## src/rtl/bootstrap_loader.sv

```systemverilog
// Bootstrap loader: copies a byte stream from a valid/ready source into the
// microcode store, one byte per setup/strobe/hold write cycle, then flags boot done.
module bootstrap_loader #(
   parameter int unsigned ADDR_WIDTH = 12,
   parameter int unsigned LAST_ADDR  = 2**ADDR_WIDTH-1
) (
   input  logic                  N_CLK,
   input  logic                  N_RST,
   input  logic [7:0]            IN_DATA,
   input  logic                  IN_VALID,
   output logic                  IN_READY,
   output logic [ADDR_WIDTH-1:0] BOOTSTRAP_ADDR,
   output logic [7:0]            BOOTSTRAP_DATA,
   output logic                  BOOTSTRAP_N_WE,
   output logic                  N_BOOTED
);

   typedef enum logic [2:0] {
      S_WAIT,
      S_SETUP,
      S_STROBE,
      S_HOLD,
      S_DONE
   } state_t;

   localparam logic [ADDR_WIDTH-1:0] LP_LAST = ADDR_WIDTH'(LAST_ADDR);

   state_t                r_state;
   state_t                w_next;
   logic                  r_ready;
   logic [ADDR_WIDTH-1:0] r_addr;
   logic [7:0]            r_data;
   logic                  w_accept;
   logic                  w_last;

   assign w_accept = (r_state == S_WAIT) && r_ready && IN_VALID;
   assign w_last   = (r_addr == LP_LAST);

   always_comb begin
      w_next = r_state;
      case (r_state)
         S_WAIT:   if (w_accept) w_next = S_SETUP;
         S_SETUP:  w_next = S_STROBE;
         S_STROBE: w_next = S_HOLD;
         S_HOLD:   w_next = w_last ? S_DONE : S_WAIT;
         S_DONE:   w_next = S_DONE;
         default:  w_next = S_WAIT;
      endcase
   end

   // Ready is registered from the next state so it stays low throughout reset
   // and rises on the first clock edge after release.
   always_ff @(posedge N_CLK or negedge N_RST) begin
      if (!N_RST) begin
         r_state <= S_WAIT;
         r_ready <= 1'b0;
         r_addr  <= '0;
         r_data  <= '0;
      end else begin
         r_state <= w_next;
         r_ready <= (w_next == S_WAIT);
         if (w_accept) begin
            r_data <= IN_DATA;
         end else if ((r_state == S_HOLD) && w_last) begin
            r_data <= '0;
         end
         if (r_state == S_HOLD) begin
            r_addr <= w_last ? '0 : r_addr + 1'b1;
         end
      end
   end

   assign IN_READY       = r_ready;
   assign BOOTSTRAP_ADDR = r_addr;
   assign BOOTSTRAP_DATA = r_data;
   assign BOOTSTRAP_N_WE = (r_state != S_STROBE);
   assign N_BOOTED       = (r_state != S_DONE);

endmodule

```

## config.mk

```make
export PLATFORM = sky130hd
export DESIGN_NAME = bootstrap_loader
export DESIGN_NICKNAME = d
export VERILOG_FILES = /design/src/rtl/bootstrap_loader.sv
export SDC_FILE = /design/constraint.sdc
export NUM_CORES = 1
export LEC_CHECK = 0
export CORE_ASPECT_RATIO = 0.7
export CORE_MARGIN = 10
export CORE_UTILIZATION = 41
export CTS_CLUSTER_SIZE = 28
export DETAILED_ROUTE_END_ITERATION = 6
export GPL_TIMING_DRIVEN = 1
export PLACE_DENSITY = 0.78
export SETUP_SLACK_MARGIN = 0.02
export SYNTH_ARGS = -nofsm -noshare
export SYNTH_HDL_FRONTEND = slang
export SYNTH_SLANG_ARGS = --single-unit
```

## constraint.sdc

```tcl
create_clock -name N_CLK -period 1.8 [get_ports N_CLK]
set_clock_uncertainty 0.2 [all_clocks]
set_input_delay 0.36 -clock N_CLK [delete_from_list [all_inputs] [get_ports N_CLK]]
set_output_delay 0.36 -clock N_CLK [all_outputs]
set_load 0.05 [all_outputs]
```

[After elaboration in Yosys (flattened, before gate mapping)]
Index checks and enable logic that the tools add are counted.
Storage, ports and cells
  ROM bits: 0
  input port bits: 11
  flip-flop bits (word level): 24
  output and inout port bits: 23
  RAM bits: 0
  memories: 0
  bits in latches: 0
Operators by class
  divide/modulo/power cells: 0
  order comparisons: 0
  equal/unequal tests: 7
  shift operators: 0
  mux-type cells: 6
  add/sub/neg operators: 1
  multiply operators: 0
  bitwise gates (word level): 0
  reductions and logical operators: 6
Operators with widths (count)
  $mux 8: 2
  $pmux 3 s5: 1
  $add 12x1->12 const B: 1
  $eq 12x12->1 const B: 1
  $mux 12: 1
  $eq 3x2->1 const B: 2
  $logic_not 3->1: 2
  $mux 3: 2
  $eq 3x1->1 const B: 1
  $eq 3x3->1 const B: 1
  $logic_and 1x1->1: 3
  $ne 3x2->1 const B: 1
  $ne 3x3->1 const B: 1
  $reduce_bool 2->1: 1

[Depth between registers and ports, before layout]
Gate-level depths: netlist of the first run.
  depth in word-level cells: 6
  depth in mapped cells: 5
  gate-level depth less buffers: 5

[Worst setup path before layout of the first run]
No wires, ideal clock.
  kind: reg2reg
  from: register r_addr[0] (netlist: BOOTSTRAP_ADDR[0])
  to: register r_addr[3] (netlist: BOOTSTRAP_ADDR[3])
  arrival time: 1.862 ns
  buffers on the path: 0
  cell stages (with the launch flop): 6
  setup slack: -0.380 ns
  data required time: 1.482 ns
  period minus slack after synthesis: 2.180 ns
  library setup time: 0.118 ns
  cells stage by stage: dfrtp_1 -> ha_1 -> nand3_1 -> nor4_1 -> o21ai_0 -> a21o_1
On the way
  cells in the longest elaborated chain, start to end: 2
  elaborated cells between the ends (all ways): 3
Ends and longest elaborated chain
  start: declaration: line 31  | logic [ADDR_WIDTH-1:0] r_addr;
  start signal: assignment: line 68  | r_addr <= w_last ? '0 : r_addr + 1'b1;
  $add 12x1->12 / $eq 12x12->1 (equally long branches): line 68, 37
  $mux 12 *: line 68
Every way passes the cells marked *; elsewhere a longest branch is shown, timed or not.
A chain may end at the register's enable or synchronous reset.

[Worst setup path after layout of the first run]
  from: register r_state[0]
  to: output port BOOTSTRAP_N_WE
On the way
  cells in the longest elaborated chain, start to end: 1
Ends and longest elaborated chain
  start: declaration: line 28  | state_t r_state;
  start signal: assignment: line 60  | r_state <= w_next;
  $ne 3x2->1: line 76  | assign BOOTSTRAP_N_WE = (r_state != S_STROBE);
  end: declaration: line 14  | output logic BOOTSTRAP_N_WE,
No other way between the ends.

==> results of run 1 <==
sequential cells by signal, summed over array words and instances, names as in the netlist:
register,cells
r_state,3
IN_READY,1
BOOTSTRAP_ADDR,12
BOOTSTRAP_DATA,8
metrics by stage:
stage                     setup slack (ns)   TNS [ns]
after global routing              -0.04010   -0.06131
final                             -0.01844   -0.01844
after global placement             0.09269          0
after detailed placement         -0.008522  -0.008522
after floorplan                   -0.07413    -0.1605
after CTS                         -0.01631   -0.01631
timing repair:
item | 4_1_cts | 5_1_grt
endpoints found under the setup margin | 4 | 6
pin swaps | 0 | 2
resized for setup | 9 | 6
setup buffers | 3 | 0
critical path, cell delays in order (launching register included):
cell and delay, ns:
dfrtp_2 0.44, or3b_4 0.39, buf_8 0.16
synth_stat cells (2+ instances only):
| cell | count |
|---|---|
| o21ai_0 | 14 |
| o31ai_1 | 3 |
| xnor2_1 | 4 |
| xor2_1 | 3 |
| nand4_1 | 3 |
| nor2_1 | 5 |
| and3_1 | 2 |
| dfrtp_1 | 24 |
| buf_2 | 2 |
| nand3_1 | 5 |
| nor3_1 | 2 |
| nand2_1 | 26 |
final cells by class:
| class | instances | area, µm² |
|---|---|---|
| fillers | 192 | 807.0 |
| repair buffers | 49 | 670.6 |
| flip-flops and latches | 24 | 615.6 |
| multi-input cells | 87 | 569.3 |
| clock buffers | 4 | 55.05 |
| well taps | 36 | 45.04 |
per-layer routing:
layer | wire length (µm) | global-route usage
met5 | 0 | 0
met4 | 47 | 0.04167
met3 | 174 | 0.03371
met2 | 1670 | 0.2042
met1 | 1421 | 0.1384
power groups by stage:
stage          sequential [mW]  combinational, mW  clock, mW
2_1_floorplan             1.38              0.409          0
3_3_place_gp             0.889               1.79          0
3_5_place_dp             0.905               1.81          0
4_1_cts                  0.876               1.92      0.369
5_1_grt                  0.900               2.02      0.381
6_report                 0.879               1.93      0.362
final timing paths:
check | depth (start not counted) | slack, ns | end | from
min in group N_CLK | 1 | 0.35 | BOOTSTRAP_ADDR[7] | BOOTSTRAP_ADDR[7]
min reg2reg | 1 | 0.35 | BOOTSTRAP_ADDR[7] | BOOTSTRAP_ADDR[7]
max reg2reg | 5 | 0.03 | BOOTSTRAP_DATA[0] | r_state[0]
max in group asynchronous | 2 | 0.89 | r_state[0] | N_RST
max | 2 | -0.02 | BOOTSTRAP_N_WE | r_state[0]
min | 2 | 0.24 | BOOTSTRAP_ADDR[10] | N_RST
cells by family after synthesis:
group | count (synthesis) | synth area share
simple gates | 54 | 0.2465
fa+ha+maj | 1 | 0.01076
flops | 24 | 0.5167
compound gates | 25 | 0.1518
buf+inv | 4 | 0.02153
xor+xnor | 7 | 0.05275
cell usage in the layout (no fill, tap or decap), drive strengths merged, types with 2 or more instances in the layout:
cell / count
xnor2: 4
nand3: 5
buf: 39
dfrtp: 24
nor2: 6
clkdlybuf4s50: 10
nand2: 26
nand4: 3
xor2: 3
and3: 2
o21ai: 14
a21o: 2
nor3: 2
o31ai: 4
clkbuf: 4
==> flow_summary.ini, run 1 <==
[status]
status = finished, violations left
violations = setup timing

[sta]
rsz0062_at_grt = yes
hold_viol = 0
layout_setup_ws_ns = -0.01844
fin_crit_sh = 1.010
holdWs_ns = 0.2444
finalMaxSlewViolations = 0
fmax_mhz = 549.9
min_period_ns = 1.818
tightest_slew_ns = 0.3679
max_slew_margin = 0.7546
setup-violations-final = 1

[logic_synthesis]
ys_seq_area_frac = 0.5167
avgSynthCellArea_um2 = 10.11
synth_area_um2 = 1162
synth_seq_cells = 24
synth-edff-count = 0
yosys.area.top_type = dfrtp_1
synthCells = 115
async_reset_ff_frac = 1.000
synthFlopType = dfrtp_1
syn-num-nets = 127
yosysWarnings = 0
synth_cell_types = 34
synth_top_area_share = 0.5167
yosys-top-cells-area = dfrtp_1 (52%), nand2_1 (8.4%), o21ai_0 (6.0%), xnor2_1 (3.0%), xor2_1 (2.3%)

[finish]
nets = 177
area_growth_pct = 68.25
drive_gt1_frac = 0.4024
final_area_um2 = 1956
final_util = 0.7079
final-instance-count-excl-fill = 200
num_antenna_cells = 0

[pwr]
irDropWorstVdd_v = 0.001445
p_total_mw = 3.170
power_leakage_nw = 0.8719
p_switching_mw = 1.370
switching_share = 0.4323
pwr-share-clk = 0.114
pwr-share-seq = 0.277
comb_power_share = 0.608
internal-power_mw = 1.800
power_density_nw_per_um2 = 1621

[routing]
drc = 0
vias = 1084
drt_iter0_drc = 100
wl_um = 3314
avgRoutedWirePerCell_um = 16.57
drt_pre_antenna_iters = 4
viasPerCell = 5.420
antenna_left = 0

[grt]
antenna_found_initial = 0
grt_start_max_net_pins = 25
grt_pass1_vias = 1119
grt_use_total = 0.1184
grt_remaining_overflow = 0
grt_pass1_wl_um = 5326

[floorplan]
core_area_um2 = 2763
die_y_um = 64.55
die-area_um2 = 5399
initial_utilization = 0.4207
die_w_um = 83.64
rows = 16
io_pins = 34

[place]
placed_cell_area_um2 = 1834
gp_routability_congestion = 0.8771
port_buffers = 33
place_hpwl_um = 2546
dpl.cell_count = 193

[clocking]
htree_levels = 1
clk_pin_slew_ns = 0.08
cts_num_sinks = 24
root_buffer = clkbuf_8
insertion_delay_ns = 0.27
hold_buffers = 0
cts_tree = done
cts_buffer_depth = 2
cts_buffers = 3

[setup_path]
critPathKind = reg2out
arrival_ns = 1.26
crit_path_end_kind = primary output
crit_fanout = 4
cp-start-kind = flop
critPathRequiredTime_ns = 1.24

[run]
maxCapViolations = 0

[worst_hold_path]
hp-class = in2async
No activity file was read; power rests on OpenSTA's default activity.
==> run 2: changes to the inputs <==
--- a/config.mk
+++ b/config.mk
@@ -6,12 +6,12 @@
 export NUM_CORES = 1
 export LEC_CHECK = 0
 export CORE_ASPECT_RATIO = 0.7
-export CORE_MARGIN = 10
-export CORE_UTILIZATION = 41
+export CORE_UTILIZATION = 44
+export CTS_BUF_LIST = sky130_fd_sc_hd__clkbuf_8
 export CTS_CLUSTER_SIZE = 28
 export DETAILED_ROUTE_END_ITERATION = 6
 export GPL_TIMING_DRIVEN = 1
-export PLACE_DENSITY = 0.78
+export PLACE_DENSITY = 0.82
 export SETUP_SLACK_MARGIN = 0.02
 export SYNTH_ARGS = -nofsm -noshare
 export SYNTH_HDL_FRONTEND = slang
==> constraint.sdc (replaced) <==
create_clock -name N_CLK -period 1.6 [get_ports N_CLK]
set_clock_uncertainty 0.2 [all_clocks]
set_input_delay 0.32 -clock N_CLK [delete_from_list [all_inputs] [get_ports N_CLK]]
set_output_delay 0.32 -clock N_CLK [all_outputs]
set_load 0.05 [all_outputs]
==> run 2 against run 1 <==
Core utilization increased by 19 points. Worst setup slack worse by 0.21 ns. First-iteration DRC count rose by 20%. Final cell count is 9.0% higher. Sequential share of layout area down 3.8 points. The run still ends with setup timing left. Sequential cell count stayed put. Largest cell class unchanged. Combinational power up 32%. Worst hold slack got worse by 0.059 ns. Non-clock buffer count increased by 19. Register-to-register slack got worse by 0.26 ns. Via count increased by 25%. Cell area grew 14%.
==> flow_summary.ini, run 2 (synthesis gave the netlist of run 1 again) <==
[sta]
setup-violations-final = 20
layout_setup_ws_ns = -0.2294
max_slew_margin = 0.7480
rsz0062_at_grt = yes
tightest_slew_ns = 0.3752
fin_crit_sh = 1.143
fmax_mhz = 546.6
min_period_ns = 1.829
hold_viol = 0
finalMaxSlewViolations = 0

[floorplan]
die_y_um = 45
rows = 15
core_area_um2 = 2477
initial_utilization = 0.4692
io_pins = 34
die_w_um = 63.43
die-area_um2 = 2854

[pwr]
power_leakage_nw = 1.003
irDropWorstVdd_v = 0.001495
power_density_nw_per_um2 = 1812
p_total_mw = 4.030

[routing]
viasPerCell = 6.220
drc = 0
drt_pre_antenna_iters = 5
wl_um = 5129
vias = 1356
drt_iter0_drc = 120
antenna_left = 0
avgRoutedWirePerCell_um = 23.53

[clocking]
cts_tree = done
cts_buffers = 3
clk_pin_slew_ns = 0.09
htree_levels = 1
hold_buffers = 0
insertion_delay_ns = 0.29
cts_buffer_depth = 2
root_buffer = clkbuf_8
cts_num_sinks = 24

[setup_path]
crit_path_end_kind = flop
critPathKind = reg2reg
r2r-end = BOOTSTRAP_DATA[4]
critPathMaxStageDelay_ns = 0.47
reg2regPathDepth = 5
critPathRequiredTime_ns = 1.56
cp_num_buf_inv = 1
cp-start-kind = flop
crit_slowest_cell = or3_4
arrival_ns = 1.79
reg2reg_slack_ns = -0.23
r2r-start = r_state[0]
crit_path_cell_trace = buf_6, nand3b_4, or3_4, nor2_4, o21ai_1
crit_family = simple AND/OR/NAND/NOR gates
crit_fanout = 8

[grt]
grt_remaining_overflow = 0
antenna_found_initial = 0
grt_use_total = 0.3187
grt_pass1_vias = 1236
grt_start_max_net_pins = 25
grt_pass1_wl_um = 6458

[place]
port_buffers = 33
gp_routability_congestion = 0.8616
dpl.cell_count = 203
place_hpwl_um = 2670

[finish]
regArea_um2 = 615.6
nets = 197
final-instance-count-excl-fill = 218
drive_gt1_frac = 0.5598
final_common_cell = buf_4
fillCellCount = 100
num_antenna_cells = 0
area_growth_pct = 91.28
multi_input_area_um2 = 669.4
largest_reg_flops = 12
layout_common_cells = buf_4 (28), nand2_1 (24), buf_12 (22)

[worst_hold_path]
hp-class = in2async

[run]
maxCapViolations = 0

[status]
status = finished, violations left
violations = setup timing
[run 2: cell count changes in the layout (fill, tap and decap cells not counted), sizes merged]
cell   previous run  this run
buf              39        58
and4b             1         2
[run 2: how the worst max path moves through the flow]
stage | startpoint | endpoint | slack, ns | cells past startpoint
after floorplan | BOOTSTRAP_ADDR[2] | BOOTSTRAP_ADDR[11] | -0.26 | 5
after global placement | r_state[2] | BOOTSTRAP_DATA[0] | -0.06 | 4
after detailed placement | r_state[2] | BOOTSTRAP_DATA[0] | -0.18 | 4
after CTS | r_state[2] | BOOTSTRAP_N_WE | -0.19 | 2
after global routing | r_state[0] | N_BOOTED | -0.25 | 4
final | r_state[0] | BOOTSTRAP_DATA[4] | -0.23 | 5
[run 2: per-layer routing]
| layer | share of wire | vias to the layer above | GRT usage |
|---|---|---|---|
| met5 | 0 | - | 0 |
| met4 | 0.052 | 0 | 0.1818 |
| met3 | 0.10 | 30 | 0.07576 |
| met2 | 0.46 | 111 | 0.5149 |
| met1 | 0.38 | 664 | 0.4033 |
| li1 | - | 551 | - |
[run 2: timing repair]
action,CTS,global route
pin swaps,6,6
resized for setup,23,18
setup endpoints to repair,18,25
setup buffers,4,6
gates cloned,0,1
[run 2: report_power, final]
group          total (mW)  internal (mW)  switching [mW]
Clock               0.443          0.221           0.222
Combinational        2.55           1.21            1.34
Sequential           1.04          0.806           0.231
Total                4.03           2.24            1.79
[run 2: layout make-up]
cell class | count | share of cell area
clock buffers | 4 | 0.02476
multi-input cells | 88 | 0.3011
flip-flops and latches | 24 | 0.2769
well taps | 34 | 0.01913
repair buffers | 68 | 0.3782
[run 2: per-stage QoR]
stage	setup TNS [ns]	hold slack (ns)	utilization	worst slack, ns	instance area [µm²]
after floorplan	-2.745	-0.1756	-	-0.2635	1196
final	-2.643	0.1857	0.8975	-0.2294	2223
after detailed placement	-1.439	0.3754	0.7818	-0.1776	1937
after global routing	-3.246	0.2060	0.8975	-0.2540	2223
after CTS	-1.191	0.2032	0.8485	-0.1867	2102
after global placement	-0.3259	0.3685	0.7818	-0.06152	1937
